--- src/rtl/startup_sequencer.sv ---
// One-shot power-on sequencer: after a start pulse, issues NUM_STEPS indexed commands
// over valid/ready with a DELAY gap between them. Times out to a retryable ERROR state.
module startup_sequencer #(
   parameter int          NUM_STEPS = 4,
   parameter logic [31:0] DELAY     = 32'd1000,
   parameter logic [31:0] TIMEOUT   = 32'd100000,
   parameter int          IDXW      = (NUM_STEPS > 1) ? $clog2(NUM_STEPS) : 1
) (
   input  logic            clock,
   input  logic            reset,
   input  logic            start,
   output logic            cmd_valid,
   input  logic            cmd_ready,
   output logic [IDXW-1:0] cmd_index,
   output logic            busy,
   output logic            done,
   output logic            error
);

   typedef enum logic [2:0] {
      S_IDLE  = 3'd0,
      S_ISSUE = 3'd1,
      S_WAIT  = 3'd2,
      S_DONE  = 3'd3,
      S_ERROR = 3'd4
   } state_t;

   localparam logic [IDXW-1:0] LAST_IDX = IDXW'(NUM_STEPS - 1);
   localparam logic [IDXW-1:0] ONE_IDX  = IDXW'(1);

   state_t          state;
   state_t          state_nxt;
   logic [31:0]     tcnt;
   logic [31:0]     tcnt_nxt;
   logic [31:0]     wcnt;
   logic [31:0]     wcnt_nxt;
   logic [IDXW-1:0] index_nxt;
   logic            valid_nxt;
   logic            busy_nxt;
   logic            done_nxt;
   logic            error_nxt;
   logic            accept;

   // cmd_valid is high exactly in ISSUE, so the handshake reduces to this
   assign accept = (state == S_ISSUE) && cmd_ready;

   always_ff @(posedge clock) begin
      if (reset) begin
         state     <= S_IDLE;
         tcnt      <= '0;
         wcnt      <= '0;
         cmd_index <= '0;
         cmd_valid <= 1'b0;
         busy      <= 1'b0;
         done      <= 1'b0;
         error     <= 1'b0;
      end else begin
         state     <= state_nxt;
         tcnt      <= tcnt_nxt;
         wcnt      <= wcnt_nxt;
         cmd_index <= index_nxt;
         cmd_valid <= valid_nxt;
         busy      <= busy_nxt;
         done      <= done_nxt;
         error     <= error_nxt;
      end
   end

   always_comb begin
      state_nxt = state;
      case (state)
         S_IDLE:  if (start) state_nxt = S_ISSUE;
         S_ISSUE: begin
            if (accept)
               state_nxt = (cmd_index == LAST_IDX) ? S_DONE : S_WAIT;
            else if (tcnt == TIMEOUT)
               state_nxt = S_ERROR;
         end
         S_WAIT:  if (wcnt == DELAY) state_nxt = S_ISSUE;
         S_DONE:  state_nxt = S_DONE;
         S_ERROR: if (start) state_nxt = S_ISSUE;
         default: state_nxt = S_IDLE;
      endcase
   end

   // Outputs are decoded from the next state so they register in step with it
   always_comb begin
      index_nxt = cmd_index;
      if (accept && (cmd_index != LAST_IDX))
         index_nxt = cmd_index + ONE_IDX;
      else if (((state == S_IDLE) || (state == S_ERROR)) && start)
         index_nxt = '0;

      tcnt_nxt = '0;
      if (state_nxt == S_ISSUE)
         tcnt_nxt = (state == S_ISSUE) ? tcnt + 32'd1 : 32'd1;

      wcnt_nxt = '0;
      if (state_nxt == S_WAIT)
         wcnt_nxt = (state == S_WAIT) ? wcnt + 32'd1 : 32'd1;

      valid_nxt = (state_nxt == S_ISSUE);
      busy_nxt  = (state_nxt == S_ISSUE) || (state_nxt == S_WAIT);
      done_nxt  = (state_nxt == S_DONE);
      error_nxt = (state_nxt == S_ERROR);
   end

endmodule

--- config.mk ---
export PLATFORM = sky130hd
export DESIGN_NAME = startup_sequencer
export DESIGN_NICKNAME = d
export VERILOG_FILES = /design/src/rtl/startup_sequencer.sv
export SDC_FILE = /design/constraint.sdc
export NUM_CORES = 1
export LEC_CHECK = 0
export BUFFER_PORTS_ARGS = -buffer_cell sky130_fd_sc_hd__buf_2
export CAP_MARGIN = 15
export CELL_PAD_IN_SITES_DETAIL_PLACEMENT = 0
export CELL_PAD_IN_SITES_GLOBAL_PLACEMENT = 1
export CORE_UTILIZATION = 47
export CTS_CLUSTER_DIAMETER = 120
export DETAILED_ROUTE_END_ITERATION = 10
export GPL_TIMING_DRIVEN = 0
export PLACE_DENSITY_LB_ADDON = 0.2
export SYNTH_ARGS = -nofsm -noshare
export SYNTH_HDL_FRONTEND = slang
export SYNTH_SLANG_ARGS = --single-unit
--- constraint.sdc ---
create_clock -name clock -period 2 [get_ports clock]
set_input_delay 0.4 -clock clock [delete_from_list [all_inputs] [get_ports clock]]
set_output_delay 0.4 -clock clock [all_outputs]
set_load 0.005 [all_outputs]
Yosys cells after proc, flatten, opt, wreduce, memory -nomap -nowiden
Cells that the tools add are included.
{"block": "classes", "n_eq_ne": 12, "n_addsub": 3, "bitwise": 4, "reduce_logical": 12, "mux": 10}
{"op": "$add 32x1->32 const B", "count": 2}
{"op": "$eq 32x10->1 const B", "count": 1}
{"op": "$eq 32x17->1 const B", "count": 1}
{"op": "$eq 3x2->1 const B", "count": 4}
{"op": "$mux 3", "count": 4}
{"op": "$pmux 3 s4", "count": 1}
{"op": "$eq 3x1->1 const B", "count": 2}
{"op": "$eq 3x3->1 const B", "count": 2}
{"op": "$reduce_or 2->1", "count": 3}
{"op": "$reduce_or 3->1", "count": 2}
{"op": "$mux 2", "count": 2}
{"op": "$not 1->1", "count": 4}
{"op": "$logic_and 1x1->1", "count": 3}
{"op": "$logic_not 3->1", "count": 1}
{"op": "$mux 1", "count": 3}
{"op": "$add 2x1->2 const B", "count": 1}
{"op": "$eq 2x2->1 const B", "count": 1}
{"op": "$logic_or 1x1->1", "count": 2}
{"op": "$ne 2x2->1 const B", "count": 1}
{"op": "$reduce_bool 2->1", "count": 1}
{"block": "word_totals", "elab_cells": 51, "input_bits": 4, "ff_bits": 73}

Logic depth before layout (Yosys ltp)
Gate-level depths: netlist (run 1).
{"block": "depth", "depth_word": 7, "ltp_mapped": 9, "ltp_nobuf": 7}

Worst setup path before layout (run 1)
OpenSTA, ideal clock, no wires.
{"block": "synth_timing", "path_type": "reg-to-reg", "startpoint": "register wcnt[7]", "endpoint": "register wcnt[31]", "setup_slack_ps": 153, "arrival_ps": 1781, "stages_incl_launch_ff": 7, "synth_period_minus_slack_ps": 1847, "n_path_buf": 1, "path_cell_list": "dfxtp_1 and4_1 buf_6 nand3_4 or4_4 or3_1 a21oi_2"}
{"block": "synth_between", "elab_chain_len": 6, "word_cells_on_any_way": 7, "classes_between": "1 x add/sub; 2 x eq/ne; 2 x mux; 1 x bitwise; 1 x reduce/logical"}
{"item": "from (decl)", "line": "35", "rtl": "logic [31:0] wcnt;"}
{"item": "from (signal assigned)", "line": "60", "rtl": "wcnt <= wcnt_nxt;"}
{"item": "$eq 32x10->1", "line": "79", "rtl": "S_WAIT: if (wcnt == DELAY) state_nxt = S_ISSUE;"}
{"item": "$mux 3", "line": "79"}
{"item": "$pmux 3 s4", "line": "71", "rtl": "case (state)"}
{"item": "$eq 3x2->1", "line": "99", "rtl": "if (state_nxt == S_WAIT)"}
{"item": "$not 1->1 (no source line)"}
{"item": "$reduce_or 3->1 (no source line)"}
Parallel ways exist; a longest one is shown, timed or not.
A chain may end at the register's enable or synchronous reset.

Worst setup path after layout (run 1)
{"block": "layout_timing", "startpoint": "register wcnt[16]", "endpoint": "register wcnt[31]"}
The elaborated chain is that of the path after synthesis.

==> qor.yml, run 1 <==
timing:
  finalCriticalPeriod_ps: 1940
  worst_pin_slew_ps: 554
  finClkSkew_ps: 13.9
  finalHoldViolCount: 0
  setup_viol_count_final: 0
  fin_hold_ws_ps: 393
  max_freq_mhz: 516
  max_slew_margin_pct: 63.0
  report.final.slew_viol_count: 0
  finalSetupTns_ps: 0
  period_share_pct: 96.9
power:
  powerDensity_mw_per_mm2: 666
  switching_power_mw: 0.607
  swShare_pct: 23.4
  pwr-share-seq_pct: 57.0
  p_leak_nw: 1.13
  p_clk_share_pct: 40.0
  power.internal_mw: 1.98
  power_mw: 2.59
  irDropWorstVdd_v: 0.000408
  p_comb_share_pct: 3.0
setup_path:
  reg2reg_slack_ps: 60
  cp.required_ps: 2290
  crit_chain: "and3_4, nand3_4, or4_4, or3_1, a21oi_2"
  crit_path_start: "wcnt[16]"
  rr_startpoint: "wcnt[16]"
  startpoint_type: "flip-flop"
  arrival_ps: 2230
  max_stage_delay_ps: 600
  timing.rr.end: "wcnt[31]"
  reg2regPathDepth: 5
  critPathKind: "reg2reg"
  critPathCaptureType: "flip-flop"
  cp_max_fo: 7
  slowest_stage: "or4_4"
floorplan:
  ios: 10
  coreArea_mm2: 0.00691
  die_area_mm2: 0.00760
  start_util_pct: 49.4
  die_w_um: 87.2
  fp-row-count: 30
  dieHeight_um: 87.2
logic_synthesis:
  syn_inst: 395
  synth_common_cells: "dfxtp_1, nor2_1, xnor2_1"
  synth_cell_types: 41
  yosysSeqAreaShare_pct: 42.8
  ys_seq_elements: 73
  yosysMostFrequentCell: "dfxtp_1"
  yosysTopAreaCell: "dfxtp_1"
  async_reset_ff_share_pct: 0
  synth.cell_area_mm2: 0.00341
  synth_area_leaders: "dfxtp_1, xnor2_1, nor2_1"
  postSynthAreaPerCell_um2: 8.64
  synth_top_area_share_pct: 42.8
  synth_edf_count: 0
  yosys_warnings: 0
  syn-num-nets: 404
  synthFlopType: "dfxtp_1"
global_route:
  grt_usage_pct: 20.5
  grt_pass1_vias: 2561
  grt_overflow: 0
  grt_pass1_wl_um: 12100
  grt_max_degree: 13
  antenna_found_initial: 0
clock_tree:
  cts_buffers: 9
  cts_tree: "yes"
  clockBufferDepth: 2
  clkSinkCount: 73
  clock_tree.root_cell: "clkbuf_8"
  clk_pin_slew_worst_paths_ps: 80
  insertion_delay_ps: 340
  cts_hold_buffers: 0
  h-tree-depth: 3
finish:
  final_net_count: 427
  area_growth_pct: 14.1
  final_cell_area_mm2: 0.00389
  drive_gt1_share_pct: 17.0
  diodes: 0
detailed_routing:
  wl_um: 7020
  avgRoutedWirePerCell_um: 13.5
  first_pass_iters: 4
  ant_nets: 0
  drt-initial-drc-count: 108
  num_vias: 2716
  drc: 0
  vias_per_cell: 5.23
place:
  dpl_cell_area_mm2: 0.00357
  portBuffers: 8
  place_hpwl_um: 4730
  place_congestion: 0.803
min_path:
  hold_path_class: "in2reg"
  whs_path_depth: 3
  holdPathEnd: "cmd_index[1]"
  worstHoldStart: "cmd_ready"
job:
  cap_violations: 0
outcome:
  status: "finished clean"
==> state kept, by name, summed over array words and instances (netlist names) <==
signal,flops
tcnt,32
wcnt,32
state,3
cmd_index,2
busy,1
cmd_valid,1
done,1
error,1
==> worst max-delay path: cells and delay by family (launching register included) <==
family	cells	cell delay, ps
flip-flops	1	410
AND/OR/NAND/NOR	4	1350
AO/OA/AOI/OAI	1	130
==> cells by family after synthesis <==
group / Yosys count / synth area share [%]
compound gates: 25 / 4.44
xor+xnor: 53 / 13.6
fa+ha+maj: 5 / 1.83
buf+inv: 28 / 3.59
flops: 73 / 42.8
mux: 1 / 0.330
simple gates: 210 / 33.4
==> what timing repair did <==
item / in CTS / in global routing
pin swaps: 4 / 3
setup buffers: 2 / 2
resized for setup: 11 / 24
gates cloned: 0 / 0
setup endpoints to repair: 62 / 62
==> metrics by stage <==
step | cells | util (%) | setup slack, ps
final | 519 | 56.4 | 61.6
after global routing | 519 | 56.4 | -23.5
after CTS | 517 | 55.0 | 13.0
after detailed placement | 499 | 51.7 | -232
after global placement | 499 | 51.7 | -186
after floorplan | 395 | - | 153
==> power by group through the flow <==
stage | Clock (mW) | Combinational, mW | Sequential, mW
2_1_floorplan | 0 | 0.0512 | 1.51
3_3_place_gp | 0 | 0.0750 | 1.51
5_1_grt | 1.13 | 0.0888 | 1.48
4_1_cts | 1.06 | 0.0756 | 1.48
3_5_place_dp | 0 | 0.0739 | 1.51
6_report | 1.04 | 0.0779 | 1.48
==> per-layer routing <==
metal  up-vias  share of wire [%]  track usage [%]
met1      1253                 56             30.6
met5         -                  0                0
met3        12                2.8             3.41
li1       1415                  -                -
met2        36                 40             28.9
met4         0                1.5             8.94
==> area by class of cell <==
| cell class | count | area [µm²] |
|---|---|---|
| buffer | 10 | 71.3 |
| tap | 96 | 120 |
| multi-input combinational | 294 | 1920 |
| fill | 643 | 3010 |
| sequential | 73 | 1470 |
| clock inverter | 4 | 28.8 |
| inverter | 18 | 67.6 |
| clock buffer | 12 | 145 |
| timing repair buffer | 12 | 70.1 |
==> worst max-delay path by stage <==
| stage | to | slack [ps] | cells after the start |
|---|---|---|---|
| finish | wcnt[31] | 60 | 5 |
| CTS | wcnt[4] | 10 | 6 |
| global placement | wcnt[16] | -190 | 6 |
| global route | wcnt[22] | -20 | 6 |
| floorplan | wcnt[31] | 150 | 6 |
| detailed placement | wcnt[16] | -230 | 6 |
==> placed cells by master (no fill, tap or decap), types with 4 or more instances in the layout <==
| cell | instances |
|---|---|
| a21oi_1 | 10 |
| and4_1 | 9 |
| buf_2 | 8 |
| buf_4 | 7 |
| clkbuf_1 | 5 |
| clkbuf_8 | 10 |
| dfxtp_1 | 64 |
| dfxtp_2 | 9 |
| ha_1 | 4 |
| inv_1 | 18 |
| nand2_1 | 19 |
| nand3_1 | 21 |
| nand4_1 | 14 |
| nor2_1 | 71 |
| nor3_1 | 18 |
| nor4_1 | 10 |
| nor4_2 | 4 |
| o21ai_0 | 7 |
| or2_2 | 4 |
| or3_1 | 8 |
| xnor2_1 | 42 |
| xor2_1 | 11 |
Power figures use the tool's default switching activity.
==> run 2, diff against run 1 <==
--- a/config.mk
+++ b/config.mk
@@ -13,7 +13,9 @@
 export CTS_CLUSTER_DIAMETER = 120
 export DETAILED_ROUTE_END_ITERATION = 10
 export GPL_TIMING_DRIVEN = 0
+export HOLD_SLACK_MARGIN = 0.02
 export PLACE_DENSITY_LB_ADDON = 0.2
+export RECOVER_POWER = 100
 export SYNTH_ARGS = -nofsm -noshare
 export SYNTH_HDL_FRONTEND = slang
 export SYNTH_SLANG_ARGS = --single-unit
==> run 2 against run 1 <==
Via count rose by 0.74%; combinational power barely moved; non-clock buffer count did not move; critical path depth did not move; sequential power barely moved; clock power barely moved; global-route usage did not move; final cell count did not move; cell area fell by 0.19%; register-to-register slack barely moved; hold slack improved by 1.8 ps; fmax barely moved; largest cell class unchanged; largest power group unchanged.
==> qor.yml, run 2 (synthesis gave the netlist of run 1 again) <==
finish:
  multi_input_area_mm2: 0.00192  # unchanged
  area_growth_pct: 13.9
  layout_commonest_cell: "nor2_1"
  drive_gt1_share_pct: 16.3  # -0.71 points
  finish.utilization_pct: 56.3  # -0.11 points
  fillerInstances: 648  # +0.78%
  top_regs: "tcnt: 32 flops, wcnt: 32 flops, state: 3 flops"
  diodes: 0  # unchanged
  register_area_mm2: 0.00147  # unchanged
  layout_common_cells: "nor2_1, dfxtp_1, xnor2_1"
  final_net_count: 427  # unchanged
clock_tree:
  cts_tree: "yes"
  clock_tree.root_cell: "clkbuf_8"
  clockBufferDepth: 2  # unchanged
  clk_pin_slew_worst_paths_ps: 80  # about the same
  clkSinkCount: 73  # unchanged
  cts_hold_buffers: 0  # unchanged
  h-tree-depth: 3  # unchanged
  insertion_delay_ps: 340  # about the same
  cts_buffers: 9  # unchanged
setup_path:
  arrival_ps: 2230  # about the same
  max_stage_delay_ps: 600  # about the same
  cpLargestDelayFamily: "simple AND/OR/NAND/NOR gates"
  cp_max_fo: 7  # unchanged
  startpoint_type: "flip-flop"
  path_buf_inv: 0  # unchanged
  critPathCaptureType: "flip-flop"
  critPathKind: "reg2reg"
  crit_chain: "and3_4, nand3_4, or4_4, or3_1, a21oi_2"
  cp.required_ps: 2290  # about the same
  slowest_stage: "or4_4"
  reg2reg_slack_ps: 60  # about the same
global_route:
  grt_pass1_wl_um: 12100  # unchanged
  grt_usage_pct: 20.5  # unchanged
  grt_max_degree: 13  # unchanged
  grt_overflow: 0  # unchanged
  grt_pass1_vias: 2561  # unchanged
  antenna_found_initial: 0  # unchanged
power:
  pwr-share-seq_pct: 57.0  # about the same
  power.internal_mw: 1.98  # about the same
  p_leak_nw: 1.12  # -1.3%
  swShare_pct: 23.5  # +0.061 points
  power_mw: 2.59  # about the same
  p_clk_share_pct: 40.0  # about the same
  irDropWorstVdd_v: 0.000410  # +0.60%
  p_comb_share_pct: 3.0  # about the same
  switching_power_mw: 0.608  # +0.31%
  powerDensity_mw_per_mm2: 667  # +0.24%
floorplan:
  start_util_pct: 49.4  # unchanged
  fp-row-count: 30  # unchanged
  die_w_um: 87.2  # unchanged
  dieHeight_um: 87.2  # unchanged
  ios: 10  # unchanged
  coreArea_mm2: 0.00691  # unchanged
  die_area_mm2: 0.00760  # unchanged
timing:
  finClkSkew_ps: 13.9  # -0.000700 ps
  period_share_pct: 96.9  # about the same
  setup_slack_ps: 61.8  # +0.249 ps
  finalCriticalPeriod_ps: 1940  # -0.249 ps
  worst_pin_slew_ps: 553  # -1.12 ps
  fin_hold_ws_ps: 395  # +1.81 ps
  max_freq_mhz: 516  # about the same
  setup_viol_count_final: 0  # unchanged
  report.final.slew_viol_count: 0  # unchanged
  finalHoldViolCount: 0  # unchanged
  max_slew_margin_pct: 63.0  # +0.075 points
place:
  post-place-ws_ps: -232  # unchanged
  portBuffers: 8  # unchanged
  place_hpwl_um: 4730  # unchanged
  place_congestion: 0.803  # unchanged
min_path:
  hold_path_class: "in2reg"
detailed_routing:
  drc: 0  # unchanged
  first_pass_iters: 4  # unchanged
  num_vias: 2736  # +0.74%
  vias_per_cell: 5.27  # +0.74%
  avgRoutedWirePerCell_um: 13.5  # about the same
  ant_nets: 0  # unchanged
  drt-initial-drc-count: 93  # -14%
  wl_um: 7010  # about the same
job:
  cap_violations: 0  # unchanged
outcome:
  status: "finished clean"
run 2: worst reg2reg max path, delay by kind of cell (launching register included):
family	cells	cell delay [ps]
and+or+nand+nor	4	1350
DFF	1	410
AOI/OAI and AO/OA	1	130
run 2: power by group through the flow:
stage	Sequential (mW)	Clock, mW	Combinational, mW
floorplan	1.51	0	0.0512
global placement	1.51	0	0.0750
detailed placement	1.51	0	0.0739
CTS	1.48	1.06	0.0756
global route	1.48	1.13	0.0882
finish	1.48	1.04	0.0777
run 2: path summary, 6_finish.rpt:
kind                                start           end  cells past startpoint
worst max-delay path             wcnt[16]      wcnt[31]                      5
worst min-delay path            cmd_ready  cmd_index[1]                      3
worst max register to register   wcnt[16]      wcnt[31]                      5
worst min register to register    tcnt[0]       tcnt[0]                      1
run 2: per-layer routing:
metal  track usage (%)  part of all wire (%)  wire (µm)  vias to the layer above
li1                  -                     -          -                     1417
met1              30.6                    55       3870                     1263
met2              28.9                    41       2850                       44
met3              3.41                   2.6        185                       12
met4              8.94                   1.5        106                        0
met5                 0                     0          0                        -
run 2: stage by stage:
step | std cells | cell area, µm² | TNS [ps]
floorplan | 395 | 3410 | 0
global placement | 499 | 3570 | -6120
detailed placement | 499 | 3570 | -7380
CTS | 517 | 3800 | 0
global route | 519 | 3890 | -3.33
finish | 519 | 3890 | 0
run 2: layout make-up:
cell class	instances	area share (%)
Multi-Input combinational cell	294	49.4
Sequential cell	73	37.9
Clock inverter	4	0.741
Inverter	18	1.74
Timing Repair Buffer	12	1.71
Buffer	10	1.74
Clock buffer	12	3.73
Tap cell	96	3.09
run 2: timing repair:
| item | 4_1_cts | 5_1_grt |
|---|---|---|
| pin swaps | 4 | 3 |
| cloned | 0 | 0 |
| endpoints found under the setup margin | 62 | 62 |
| resized for setup | 11 | 24 |
| setup buffers | 2 | 2 |
